[config.mk]
export PLATFORM = sky130hd
export DESIGN_NAME = serial_pattern_tx
export DESIGN_NICKNAME = d
export VERILOG_FILES = /design/src/rtl/serial_pat_pkg.sv /design/src/rtl/pattern_piso.sv /design/src/rtl/serial_pattern_tx.sv
export SDC_FILE = /design/constraint.sdc
export NUM_CORES = 1
export LEC_CHECK = 0
export CORE_UTILIZATION = 55
export CTS_BUF_LIST = sky130_fd_sc_hd__clkbuf_4 sky130_fd_sc_hd__clkbuf_8
export CTS_CLUSTER_SIZE = 24
export DETAILED_ROUTE_END_ITERATION = 6
export GPL_TIMING_DRIVEN = 1
export PLACE_DENSITY = 0.82
export SLEW_MARGIN = 20
export SYNTH_ARGS = -nofsm -noshare
export SYNTH_HDL_FRONTEND = slang
export SYNTH_SLANG_ARGS = --single-unit
export TNS_END_PERCENT = 10
[constraint.sdc]
create_clock -name clk -period 4.45 [get_ports clk]
set_input_delay 0.89 -clock clk [delete_from_list [all_inputs] [get_ports clk]]
set_output_delay 0.89 -clock clk [all_outputs]
set_load 0.05 [all_outputs]
[src/rtl/serial_pat_pkg.sv]
// Shared types and defaults for the serial pattern transmitter.
//   tx_state_e : transmitter FSM state (idle, shifting bits, inter-pattern gap, done pulse)
//   DefPatW    : default pattern length in bits
//   DefCntW    : default width of the repeat and gap counts
package serial_pat_pkg;

    localparam int unsigned DefPatW = 4;
    localparam int unsigned DefCntW = 4;

    typedef enum logic [1:0] {
        StIdle  = 2'd0,
        StShift = 2'd1,
        StGap   = 2'd2,
        StDone  = 2'd3
    } tx_state_e;

endpackage

[src/rtl/pattern_piso.sv]
// Parallel-load, MSB-first shift register.
//   clk   : clock, rising edge
//   rst   : asynchronous active-high reset, clears the register
//   load  : load din (has priority over shift)
//   shift : shift left by one, zero fill
//   din   : parallel load data
//   msb   : current most significant bit
module pattern_piso #(
    parameter int unsigned W = 4
) (
    input  logic         clk,
    input  logic         rst,
    input  logic         load,
    input  logic         shift,
    input  logic [W-1:0] din,
    output logic         msb
);

    logic [W-1:0] sreg_q;

    always_ff @(posedge clk or posedge rst) begin
        if (rst) begin
            sreg_q <= '0;
        end else if (load) begin
            sreg_q <= din;
        end else if (shift) begin
            sreg_q <= {sreg_q[W-2:0], 1'b0};
        end
    end

    assign msb = sreg_q[W-1];

endmodule

[src/rtl/serial_pattern_tx.sv]
// Serial pattern transmitter: sends a latched PAT_W-bit pattern MSB first,
// repeat_n times, with gap_n idle cycles between transmissions, then pulses done.
//   clk      : clock, rising edge
//   rst      : asynchronous active-high reset
//   start    : begin a transmission (honoured only in idle)
//   pattern  : bits to send, MSB first
//   repeat_n : number of transmissions
//   gap_n    : idle cycles between consecutive transmissions
//   x        : serial data bit
//   valid    : x carries a pattern bit
//   busy     : transmission or gap in progress
//   done     : one-cycle completion pulse
module serial_pattern_tx
    import serial_pat_pkg::*;
#(
    parameter int unsigned PAT_W = DefPatW,
    parameter int unsigned CNT_W = DefCntW
) (
    input  logic             clk,
    input  logic             rst,
    input  logic             start,
    input  logic [PAT_W-1:0] pattern,
    input  logic [CNT_W-1:0] repeat_n,
    input  logic [CNT_W-1:0] gap_n,
    output logic             x,
    output logic             valid,
    output logic             busy,
    output logic             done
);

    localparam int unsigned BitW = $clog2(PAT_W);
    localparam logic [BitW-1:0] TopIdx = BitW'(PAT_W - 1);

    tx_state_e        state_q, state_d;
    logic [PAT_W-1:0] pat_q, pat_d;
    logic [CNT_W-1:0] gap_len_q, gap_len_d;
    logic [CNT_W-1:0] rep_q, rep_d;
    logic [CNT_W-1:0] gap_q, gap_d;
    logic [BitW-1:0]  bit_q, bit_d;
    logic             load;
    logic             shift_en;
    logic [PAT_W-1:0] piso_din;
    logic             piso_msb;

    always_ff @(posedge clk or posedge rst) begin
        if (rst) begin
            state_q   <= StIdle;
            pat_q     <= '0;
            gap_len_q <= '0;
            rep_q     <= '0;
            gap_q     <= '0;
            bit_q     <= '0;
        end else begin
            state_q   <= state_d;
            pat_q     <= pat_d;
            gap_len_q <= gap_len_d;
            rep_q     <= rep_d;
            gap_q     <= gap_d;
            bit_q     <= bit_d;
        end
    end

    always_comb begin
        state_d   = state_q;
        pat_d     = pat_q;
        gap_len_d = gap_len_q;
        rep_d     = rep_q;
        gap_d     = gap_q;
        bit_d     = bit_q;
        load      = 1'b0;
        shift_en  = 1'b0;

        unique case (state_q)
            StIdle: begin
                if (start) begin
                    pat_d     = pattern;
                    gap_len_d = gap_n;
                    if (repeat_n == '0) begin
                        state_d = StDone;
                        rep_d   = '0;
                    end else begin
                        state_d = StShift;
                        rep_d   = repeat_n;
                        load    = 1'b1;
                        bit_d   = TopIdx;
                    end
                end
            end
            StShift: begin
                if (bit_q != '0) begin
                    shift_en = 1'b1;
                    bit_d    = bit_q - BitW'(1);
                end else begin
                    // Last bit of this transmission: account for it, then decide what follows.
                    if (rep_q != '0) begin
                        rep_d = rep_q - CNT_W'(1);
                    end
                    if (rep_q > CNT_W'(1)) begin
                        if (gap_len_q != '0) begin
                            state_d = StGap;
                            gap_d   = gap_len_q;
                        end else begin
                            load  = 1'b1;
                            bit_d = TopIdx;
                        end
                    end else begin
                        state_d = StDone;
                    end
                end
            end
            StGap: begin
                if (gap_q <= CNT_W'(1)) begin
                    state_d = StShift;
                    gap_d   = '0;
                    load    = 1'b1;
                    bit_d   = TopIdx;
                end else begin
                    gap_d = gap_q - CNT_W'(1);
                end
            end
            StDone: begin
                state_d = StIdle;
            end
            default: begin
                state_d = StIdle;
            end
        endcase
    end

    // First load comes straight from the input port; reloads use the latched copy.
    assign piso_din = (state_q == StIdle) ? pattern : pat_q;

    pattern_piso #(
        .W(PAT_W)
    ) u_piso (
        .clk  (clk),
        .rst  (rst),
        .load (load),
        .shift(shift_en),
        .din  (piso_din),
        .msb  (piso_msb)
    );

    // Moore outputs decoded straight from flops, so reset clears them immediately.
    assign valid = (state_q == StShift);
    assign x     = valid & piso_msb;
    assign busy  = (state_q == StShift) || (state_q == StGap);
    assign done  = (state_q == StDone);

endmodule
After elaboration in Yosys (flattened, before gate mapping)
Index checks and enable logic that the tools add are counted.
- bits in registers: 24
- latch bits: 0
- memory bits (writable): 0
- bits in read-only memories: 0
- input bits: 15
- output and inout port bits: 4
- word-level logic and storage cells: 77
- memories kept: 0
- add/subtract/negate cells: 3
- multipliers: 0
- divide/modulo/power cells: 0
- $lt $le $gt $ge: 2
- equality and inequality tests: 13
- shift-type cells: 0
- muxes and demuxes: 36
- bitwise gates (word level): 1
- reduce and logical (&&, ||, !) cells: 15
- operators by type and width (kind ; count):
    two-way mux 4 bit ; 11
    two-way mux 2 bit ; 12
    one-hot mux 4 bit (2 select lines) ; 2
    AND reduction 4 bit ; 3
    two-way mux 1 bit ; 8
    != test 2 bit, second input constant ; 4
    one-hot mux 2 bit (4 select lines) ; 1
    nonzero test 2 bit ; 4
    nonzero test 4 bit ; 2
    subtractor 4 x 1 -> 4 bit, second input constant ; 2
    != test 2 x 1 -> 1 bit, second input constant ; 3
    one-hot mux 2 bit (3 select lines) ; 1
    AND reduction 6 bit ; 1
    == test 2 bit, second input constant ; 2
    > comparator 4 x 1 -> 1 bit, second input constant ; 1
    less-or-equal comparator 4 x 1 -> 1 bit, second input constant ; 1
    logical NOT 4 bit ; 1
    != test 3 x 1 -> 1 bit, second input constant ; 1
    != test 3 x 2 -> 1 bit, second input constant ; 1
    != test 3 bit, second input constant ; 1
    one-hot mux 1 bit (3 select lines) ; 1
    nonzero test 3 bit ; 1
    == test 2 x 1 -> 1 bit, second input constant ; 1
    logical NOT 2 bit ; 1
    other kinds (4) ; 4

Depth between registers and ports, before layout
Gate-level depths: netlist of the first run.
- depth in word-level cells: 6
- gate-level depth with buffers: 8
- gate-level depth less buffers: 7

Hierarchy
A second synthesis of the first run with hierarchy kept.
- cell total of the unflattened synthesis: 151
- area, all modules: 1532.7 um^2
- by module, submodules not included (module ; times used ; cells an instance ; area an instance (um^2) ; sequential area each (um^2)):
    serial_pattern_tx ; 1 ; 134 ; 1357.6 ; 500.5
    pattern_piso ; 1 ; 17 ; 175.2 ; 100.1

Least setup slack after synthesis of the first run
OpenSTA, ideal clock, no wires.
- path kind: flip-flop to output port
- from: register state_q[1]
- to: output port x
- arrival time: 2002 ps
- data required time: 3560 ps
- slack: 1558 ps
- cell stages (with the launch flop): 6
- buffers on the path: 2
- cells stage by stage: dfrtp_1 -> inv_1 -> ha_1 -> buf_2 -> buf_1 -> and2_1
- word-level cells in the longest chain between the ends: 2
- ends and longest elaborated chain (element ; RTL line ; text):
    from (decl) ; serial_pattern_tx.sv:34 ; tx_state_e state_q, state_d;
    from (signal assigned) ; serial_pattern_tx.sv:47 ; state_q <= StIdle;
    from (signal assigned) ; serial_pattern_tx.sv:54 ; state_q <= state_d;
    == test 2 x 1 -> 1 bit ; serial_pattern_tx.sv:145 ; assign valid = (state_q == StShift);
    net valid ; serial_pattern_tx.sv:26 ; output logic valid,
    bitwise AND 1 bit ; serial_pattern_tx.sv:146 ; assign x = valid & piso_msb;
    to (decl) ; serial_pattern_tx.sv:25 ; output logic x,
The timed path passes the listed nets, and every way through them passes these cells.

Worst setup path after layout of the first run
- from: register state_q[1]
- to: output port x
- word-level cells in the longest chain between the ends: 2
- ends and longest elaborated chain (element ; RTL line):
    == test 2 x 1 -> 1 bit ; serial_pattern_tx.sv:145
    bitwise AND 1 bit ; serial_pattern_tx.sv:146
No other way between the ends.

==> flow_summary.json, run 1 <==
{
  "status": "finished clean",
  "num_antenna_cells": 0,
  "synth_adder_area_share_pct": 8.47,
  "hold_viol": 0,
  "skew_ns": 0.00369,
  "syn-cell-area_mm2": 0.00148,
  "cts_resized": 0,
  "gp_congestion": 0.873,
  "yosys_warnings": 0,
  "yosys.area.top_type": "dfrtp_1",
  "h-tree-depth": 1,
  "synth_top_area_share_pct": 40.7,
  "die-height_um": 53.8,
  "cp.required_ns": 3.56,
  "cp_cell_sequence": "inv_1, ha_1, and2_1, clkdlybuf4s50_1",
  "io-pin-count": 19,
  "tightest_slew_ns": 0.898,
  "synthTopCellsByArea": "dfrtp_1 (41%), mux2i_1 (11%), ha_1 (8.5%), mux2_2 (6.1%), a21oi_1 (4.7%)",
  "wirelength_um": 2810,
  "max_freq_ghz": 0.295,
  "dp_slack_ns": 1.44,
  "die-width_um": 53.8,
  "power-per-cell-area_mw_per_mm2": 708,
  "cts_tree": "done",
  "synth_top_cells_by_count": "dfrtp_1 (24), mux2i_1 (16), inv_1 (15), a21oi_1 (14), ha_1 (10)",
  "routedWlPerCell_um": 14.3,
  "synth_ff_type": "dfrtp_1",
  "crit_path_end_kind": "output pin",
  "dieArea_mm2": 0.00290,
  "hpwl_um": 2170,
  "postSynthAreaPerCell_um2": 9.91,
  "fin_ws_ns": 1.07,
  "cts.sinks": 24,
  "vias": 1147,
  "holdBufCountCts": 0,
  "rsz0062_at_grt": "no",
  "drt_drc_violations_left": 0,
  "grt_use_total_pct": 22.4,
  "fp.coreArea_mm2": 0.00250,
  "period_minus_slack_ns": 3.38,
  "max_stage_delay_ns": 0.80,
  "io_buffers": 18,
  "yosysUniqueCellTypes": 39,
  "grt_max_degree": 25,
  "clk_pin_slew_ns": 0.13,
  "clock_tree.buffer_depth": 2,
  "nNetsFinal": 192,
  "first_pass_iters": 4,
  "cp.arrival_ns": 2.49,
  "synthXorXnorAreaFrac_pct": 0,
  "peakVddDrop_uv": 539,
  "synth_top_family_by_area": "multiplexers",
  "synth_cells": 149,
  "ys_ff_latch": 24,
  "rows": 18,
  "syn2layout_area_growth_pct": 15.6,
  "numCtsBuffers": 3,
  "cap_violations": 0,
  "drive_gt1_share_pct": 10.8,
  "ys_seq_area_share_pct": 40.7,
  "worst-setup-path-type": "reg -> out",
  "yosysMostFrequentCell": "dfrtp_1",
  "clk_latency_ns": 0.31,
  "antenna_found_initial": 0,
  "synth_edf_count": 0,
  "maxSlewHeadroom_pct": 40.0,
  "setup_viol": 0,
  "grt_pass1_wl_um": 4640,
  "initial_core_util_pct": 59.1,
  "gr-total-overflow": 0,
  "crit_path_max_fanout": 21,
  "utilization_pct": 68.3,
  "fin_tns_setup_ns": 0,
  "grt_pass1_vias": 1083,
  "postCtsSetupRepairBufs": 0,
  "synth_compound_area_share_pct": 15.9,
  "syn_nets": 174,
  "finalPower_mw": 1.21,
  "via_per_inst": 5.85,
  "fin_crit_sh_pct": 76.1,
  "finalMaxSlewViolations": 0,
  "min_path_type": "reg -> reg",
  "leakage_nw": 0.765,
  "dr.first_iter.drc_count": 19,
  "async_reset_ff_share_pct": 100,
  "synth_simple_gate_area_share_pct": 12.5,
  "root_buffer": "clkbuf_4",
  "synth_mux_area_share_pct": 16.9,
  "cp_slowest_cell": "clkdlybuf4s50_1",
  "cp-start-kind": "flop",
  "final_antenna_net_count": 0
}
## metrics by stage
stage / instance area (um2) / instances / hold slack [ns]
after floorplan: 1480 / 149 / 0.450
after global placement: 1670 / 192 / 0.472
after detailed placement: 1670 / 192 / 0.485
after CTS: 1710 / 196 / 0.515
after global routing: 1710 / 196 / 0.543
final: 1710 / 196 / 0.513
## worst paths after layout
| path | end | depth (start not counted) | start | slack (ns) |
|---|---|---|---|---|
| max in group asynchronous | pat_q[2] | 2 | rst | 2.85 |
| min in group asynchronous | gap_len_q[1] | 2 | rst | 1.06 |
| max reg2reg | gap_q[3] | 7 | state_q[1] | 2.09 |
| min | gap_q[1] | 2 | gap_q[1] | 0.51 |
| max | x | 4 | state_q[1] | 1.07 |
| min reg2reg | gap_q[1] | 2 | gap_q[1] | 0.51 |
## kinds of logic after synthesis
group | Yosys count
multiplexers | 24
adder cells (fa/ha/maj) | 10
buffers and inverters | 20
flip-flops | 24
AND/OR/NAND/NOR | 35
AO/OA/AOI/OAI | 36
## area by class of cell
cell class	count	area (um2)
timing repair buffer	18	180
clock buffer	4	36.3
multi-input combinational	105	796
sequential	24	601
inverter	15	56.3
tap	30	37.5
fill	207	793
## critical path: cells and delay by family, from the launching register on
family	cells	cell delay, ns
AND/OR/NAND/NOR	1	0.22
adder cells (fa/ha/maj)	1	0.64
flip-flops	1	0.42
buffers and inverters	2	0.91
## layer usage
metal  GRT usage [%]  part of all wire [%]  vias to the layer above
met5               0                     0                        -
met3            3.95                   4.1                        2
met4            5.70                  0.82                        0
li1                -                     -                      564
met1            28.7                    44                      556
met2            38.7                    51                       25
## power by group
group          switching (mW)  total, mW  internal (mW)
Combinational           0.394      0.690          0.296
Clock                  0.0648      0.115         0.0499
Sequential             0.0790      0.403          0.324
Total                   0.538       1.21          0.670
## placed cells by master, fill, tap and decap left out
cell type,instances
nor2_1,7
o221ai_1,1
nor4_1,1
dfrtp_1,24
inv_1,15
mux2i_1,16
a21oi_2,1
nor3_1,3
a32oi_2,1
and2_1,2
or2_2,1
a21bo_1,1
nand2_1,8
nand3_1,5
or3b_2,1
a21oi_1,14
clkdlybuf4s50_1,18
o31a_1,1
o21a_1,1
a211oi_1,2
nor2b_1,1
ha_1,10
clkbuf_8,1
o22ai_1,2
or4_4,1
o21ai_0,4
a22oi_1,1
a41oi_1,1
or4_1,1
a221oi_1,1
clkbuf_4,3
o22a_1,1
o31ai_1,1
nand2b_1,3
or3_4,1
o21ai_1,2
mux2_2,8
a31oi_1,1
## registers in the layout, indices dropped and copies added (netlist names)
signal / count
gap_len_q: 4
rep_q: 4
u_piso.sreg_q: 4
pat_q: 4
gap_q: 4
state_q: 2
bit_q: 2
Power figures use the tool's default switching activity.
==> inputs of run 2 (changes only) <==
clock period = 3.3 ns   (was 4.45 ns; I/O delays follow)
==> run 2 against run 1 <==
Die area stayed put. Wire length is 1.0% higher. Flip-flop and latch count stayed put. Clock power is 4% higher. Sequential power is 36% higher. Combinational power is 37% higher. Clock-buffer cell count is 1 lower. Sequential share of layout area is 0.13 points higher. Critical path type unchanged. Largest power group unchanged.
==> flow_summary.json, run 2 (synthesized netlist as in run 1, its figures left out) <==
{
  "status": "finished clean",
  "die-width_um": 53.8,
  "final_common_cell": "dfrtp_1",
  "fin_tns_setup_ns": 0,
  "reg2reg_to": "gap_q[3]",
  "fin_ws_ns": 0.404,
  "max_freq_ghz": 0.345,
  "vias": 1154,
  "clk_latency_ns": 0.30,
  "reg2regPathDepth": 8,
  "grt_pass1_vias": 1093,
  "syn2layout_area_growth_pct": 15.2,
  "cts.sinks": 24,
  "initial_core_util_pct": 59.1,
  "grt_pass1_wl_um": 4710,
  "h-tree-depth": 1,
  "io_buffers": 18,
  "skew_ns": 0.00470,
  "drt_drc_violations_left": 0,
  "peakVddDrop_uv": 656,
  "gr-total-overflow": 0,
  "r2r_slack_ns": 1.03,
  "cp-start-kind": "flop",
  "io-pin-count": 19,
  "die-height_um": 53.8,
  "cp_slowest_cell": "clkdlybuf4s50_1",
  "cts_resized": 0,
  "path_depth": 4,
  "setup_viol": 0,
  "crit_start": "state_q[1]",
  "cts_tree": "done",
  "grt_use_total_pct": 22.6,
  "dieArea_mm2": 0.00290,
  "num_antenna_cells": 0,
  "cap_violations": 0,
  "rsz0062_at_grt": "no",
  "max_stage_delay_ns": 0.80,
  "crit_path_max_fanout": 11,
  "drive_gt1_share_pct": 10.8,
  "grt_max_degree": 25,
  "cp.required_ns": 2.64,
  "fin_crit_sh_pct": 87.8,
  "wirelength_um": 2840,
  "via_per_inst": 5.89,
  "clk_pin_slew_ns": 0.12,
  "holdBufCountCts": 0,
  "cp.arrival_ns": 2.24,
  "cp-endpoint": "x",
  "maxSlewHeadroom_pct": 42.0,
  "nNetsFinal": 193,
  "path_buf_inv": 2,
  "gp_congestion": 0.923,
  "leakage_nw": 0.763,
  "layout_common_cells": "dfrtp_1 (24), clkdlybuf4s50_1 (18), mux2i_1 (16)",
  "clock_tree.buffer_depth": 2,
  "final_antenna_net_count": 0,
  "root_buffer": "clkbuf_4",
  "dr.first_iter.drc_count": 46,
  "cp_cell_sequence": "inv_1, ha_1, and2_1, clkdlybuf4s50_1",
  "fp.coreArea_mm2": 0.00250,
  "period_minus_slack_ns": 2.90,
  "antenna_found_initial": 0,
  "dp_slack_ns": 0.747,
  "first_pass_iters": 4,
  "tightest_slew_ns": 0.869,
  "r2r-start": "state_q[1]",
  "rows": 18,
  "path_delay_family": "buffers and inverters",
  "hpwl_um": 2240,
  "finalMaxSlewViolations": 0,
  "min_path_type": "reg -> reg",
  "worst-setup-path-type": "reg -> out",
  "routedWlPerCell_um": 14.5,
  "crit_path_end_kind": "output pin",
  "power-per-cell-area_mw_per_mm2": 950,
  "numCtsBuffers": 3,
  "postCtsSetupRepairBufs": 0,
  "hold_viol": 0
}
-- run 2: tightest hold or removal path: stages, from the launching register on --
cell     delay, ns
dfrtp_1       0.36
nand2_1       0.05
o21ai_0       0.06
-- run 2: report_power, final --
group	total, mW	switching [mW]	internal [mW]
sequential	0.549	0.112	0.437
clock	0.120	0.0775	0.0425
combinational	0.946	0.538	0.408
-- run 2: through the flow --
step / power, mW / hold slack (ns) / cell area, um2 / utilization [%] / instances
6_report: 1.62 / 0.505 / 1700 / 68.0 / 196
5_1_grt: 1.75 / 0.519 / 1700 / 68.0 / 196
4_1_cts: 1.62 / 0.502 / 1700 / 68.0 / 196
3_5_place_dp: 1.49 / 0.474 / 1680 / 67.1 / 193
3_3_place_gp: 1.45 / 0.470 / 1680 / 67.1 / 193
2_1_floorplan: 1.28 / 0.450 / 1480 / - / 149
-- run 2: how the worst min path moves through the flow --
| stage | start | to | slack (ns) | cells past startpoint |
|---|---|---|---|---|
| 3_3_place_gp | gap_q[1] | gap_q[1] | 0.47 | 2 |
| 4_1_cts | gap_q[1] | gap_q[1] | 0.50 | 2 |
| 6_report | gap_q[1] | gap_q[1] | 0.51 | 2 |
| 2_1_floorplan | gap_q[1] | gap_q[1] | 0.45 | 2 |
| 5_1_grt | gap_q[1] | gap_q[1] | 0.52 | 2 |
| 3_5_place_dp | gap_q[1] | gap_q[1] | 0.47 | 2 |
-- run 2: area by class of cell --
type	count	area [um2]
clock buffers	3	22.5
fillers	195	800
inverters	15	56.3
multi-input cells	105	796
flip-flops and latches	24	601
well taps	30	37.5
repair buffers	19	188
-- run 2: routing by layer --
| layer | GRT usage (%) | wire length, um | up-vias |
|---|---|---|---|
| li1 | - | - | 566 |
| met5 | 0 | 0 | - |
| met3 | 3.95 | 109 | 2 |
| met2 | 38.7 | 1430 | 29 |
| met4 | 7.46 | 19 | 0 |
| met1 | 28.7 | 1270 | 557 |
==> inputs of run 3 (changes only) <==
MAX_ROUTING_LAYER = met4   (was unset)
==> run 3 against run 2 <==
Clock-buffer cell count stayed put. Fmax about the same. Flip-flop and latch count unchanged. Sequential share of layout area unchanged. Critical path type unchanged. First-iteration DRC count stayed put. Worst hold slack barely moved.
==> flow_summary.json, run 3 (synthesized netlist as in run 1, its figures left out) <==
{
  "rsz0062_at_grt": "no",
  "fp.coreArea_mm2": 0.00250,
  "fin_tns_setup_ns": 0,
  "finalMaxSlewViolations": 0,
  "design_area_mm2": 0.00170,
  "fillers": 195,
  "status": "finished clean",
  "gr-total-overflow": 0,
  "numCtsBuffers": 3,
  "hold_viol": 0,
  "first_pass_iters": 4,
  "vias": 1150,
  "r2r-start": "state_q[1]",
  "cts.sinks": 24,
  "cts_tree": "done",
  "antenna_found_initial": 0,
  "fin_crit_sh_pct": 87.7,
  "dr.first_iter.drc_count": 46,
  "clk_pin_slew_ns": 0.12,
  "grt_use_total_pct": 23.3,
  "dp_slack_ns": 0.747,
  "die-width_um": 53.8,
  "drive_gt1_share_pct": 10.8,
  "cap_violations": 0,
  "num_antenna_cells": 0,
  "period_minus_slack_ns": 2.89,
  "initial_core_util_pct": 59.1,
  "grt_max_degree": 25,
  "setup_viol": 0,
  "hold_path_startpoint": "gap_q[1]",
  "io_buffers": 18,
  "dieArea_mm2": 0.00290,
  "io-pin-count": 19,
  "tightest_slew_ns": 0.868,
  "power-per-cell-area_mw_per_mm2": 949,
  "max_freq_ghz": 0.346,
  "h-tree-depth": 1,
  "crit_path_max_fanout": 11,
  "clk_latency_ns": 0.30,
  "utilization_pct": 68.0,
  "final_antenna_net_count": 0,
  "peakVddDrop_uv": 656,
  "hold_depth": 2,
  "r2r_slack_ns": 1.03,
  "place_inst": 193,
  "holdBufCountCts": 0,
  "fin_worst_hold_slack_ns": 0.505,
  "drt_drc_violations_left": 0,
  "layout_common_cells": "dfrtp_1 (24), clkdlybuf4s50_1 (18), mux2i_1 (16)",
  "min_path_type": "reg -> reg",
  "cts_resized": 0,
  "placed_area_mm2": 0.00168,
  "nNetsFinal": 193,
  "reg2reg_to": "gap_q[3]",
  "cp-start-kind": "flop",
  "leakage_nw": 0.763,
  "die-height_um": 53.8,
  "crit_path_end_kind": "output pin",
  "postCtsSetupRepairBufs": 0,
  "fin_ws_ns": 0.406,
  "hold-path-endpoint": "gap_q[1]",
  "syn2layout_area_growth_pct": 15.2,
  "finalPower_mw": 1.61,
  "skew_ns": 0.00504,
  "hpwl_um": 2240,
  "gp_congestion": 0.939,
  "via_per_inst": 5.87,
  "rows": 18,
  "root_buffer": "clkbuf_4",
  "grt_pass1_wl_um": 4710,
  "maxSlewHeadroom_pct": 42.1,
  "worst-setup-path-type": "reg -> out",
  "cp.required_ns": 2.64,
  "final_common_cell": "dfrtp_1",
  "final-instance-count-excl-fill": 196,
  "wirelength_um": 2840,
  "clock_tree.buffer_depth": 2,
  "cp.arrival_ns": 2.23,
  "routedWlPerCell_um": 14.5,
  "grt_pass1_vias": 1094,
  "reg2regPathDepth": 8
}
-- run 3: cell counts in the layout (fill, tap and decap cells not counted) --
Identical to the previous run, type by type.
-- run 3: cell type report --
| cell class | count | area (um2) | share of cell area, % |
|---|---|---|---|
| Timing Repair Buffer | 19 | 188 | 11.0 |
| Sequential cell | 24 | 601 | 35.3 |
| Tap cell | 30 | 37.5 | 2.21 |
| Clock buffer | 3 | 22.5 | 1.32 |
| Multi-Input combinational cell | 105 | 796 | 46.8 |
| Inverter | 15 | 56.3 | 3.31 |
-- run 3: critical path, cell delays in order, from the launching register on --
cell	delay, ns
dfrtp_1	0.42
inv_1	0.11
ha_1	0.41
and2_1	0.19
clkdlybuf4s50_1	0.80
-- run 3: where the power goes --
group | total (mW) | internal, mW | switching (mW)
Combinational | 0.946 | 0.408 | 0.538
Sequential | 0.549 | 0.437 | 0.111
Clock | 0.120 | 0.0425 | 0.0770
-- run 3: metal layers --
layer / wire length, um / part of all wire, % / global-route usage, % / up-vias
met2: 1440 / 51 / 38.7 / 24
met1: 1290 / 45 / 28.7 / 559
met5: 0 / 0 / - / -
met4: 17 / 0.60 / 7.46 / 0
met3: 93 / 3.3 / 3.95 / 2
li1: - / - / - / 565
-- run 3: how the worst max path moves through the flow --
| stage | from | to | slack, ns | depth (start not counted) |
|---|---|---|---|---|
| after CTS | state_q[1] | x | 0.39 | 4 |
| after global routing | state_q[1] | x | 0.26 | 4 |
| after floorplan | state_q[1] | x | 0.64 | 5 |
| final | state_q[1] | x | 0.41 | 4 |
| after global placement | state_q[1] | x | 0.83 | 4 |
| after detailed placement | state_q[1] | x | 0.75 | 4 |
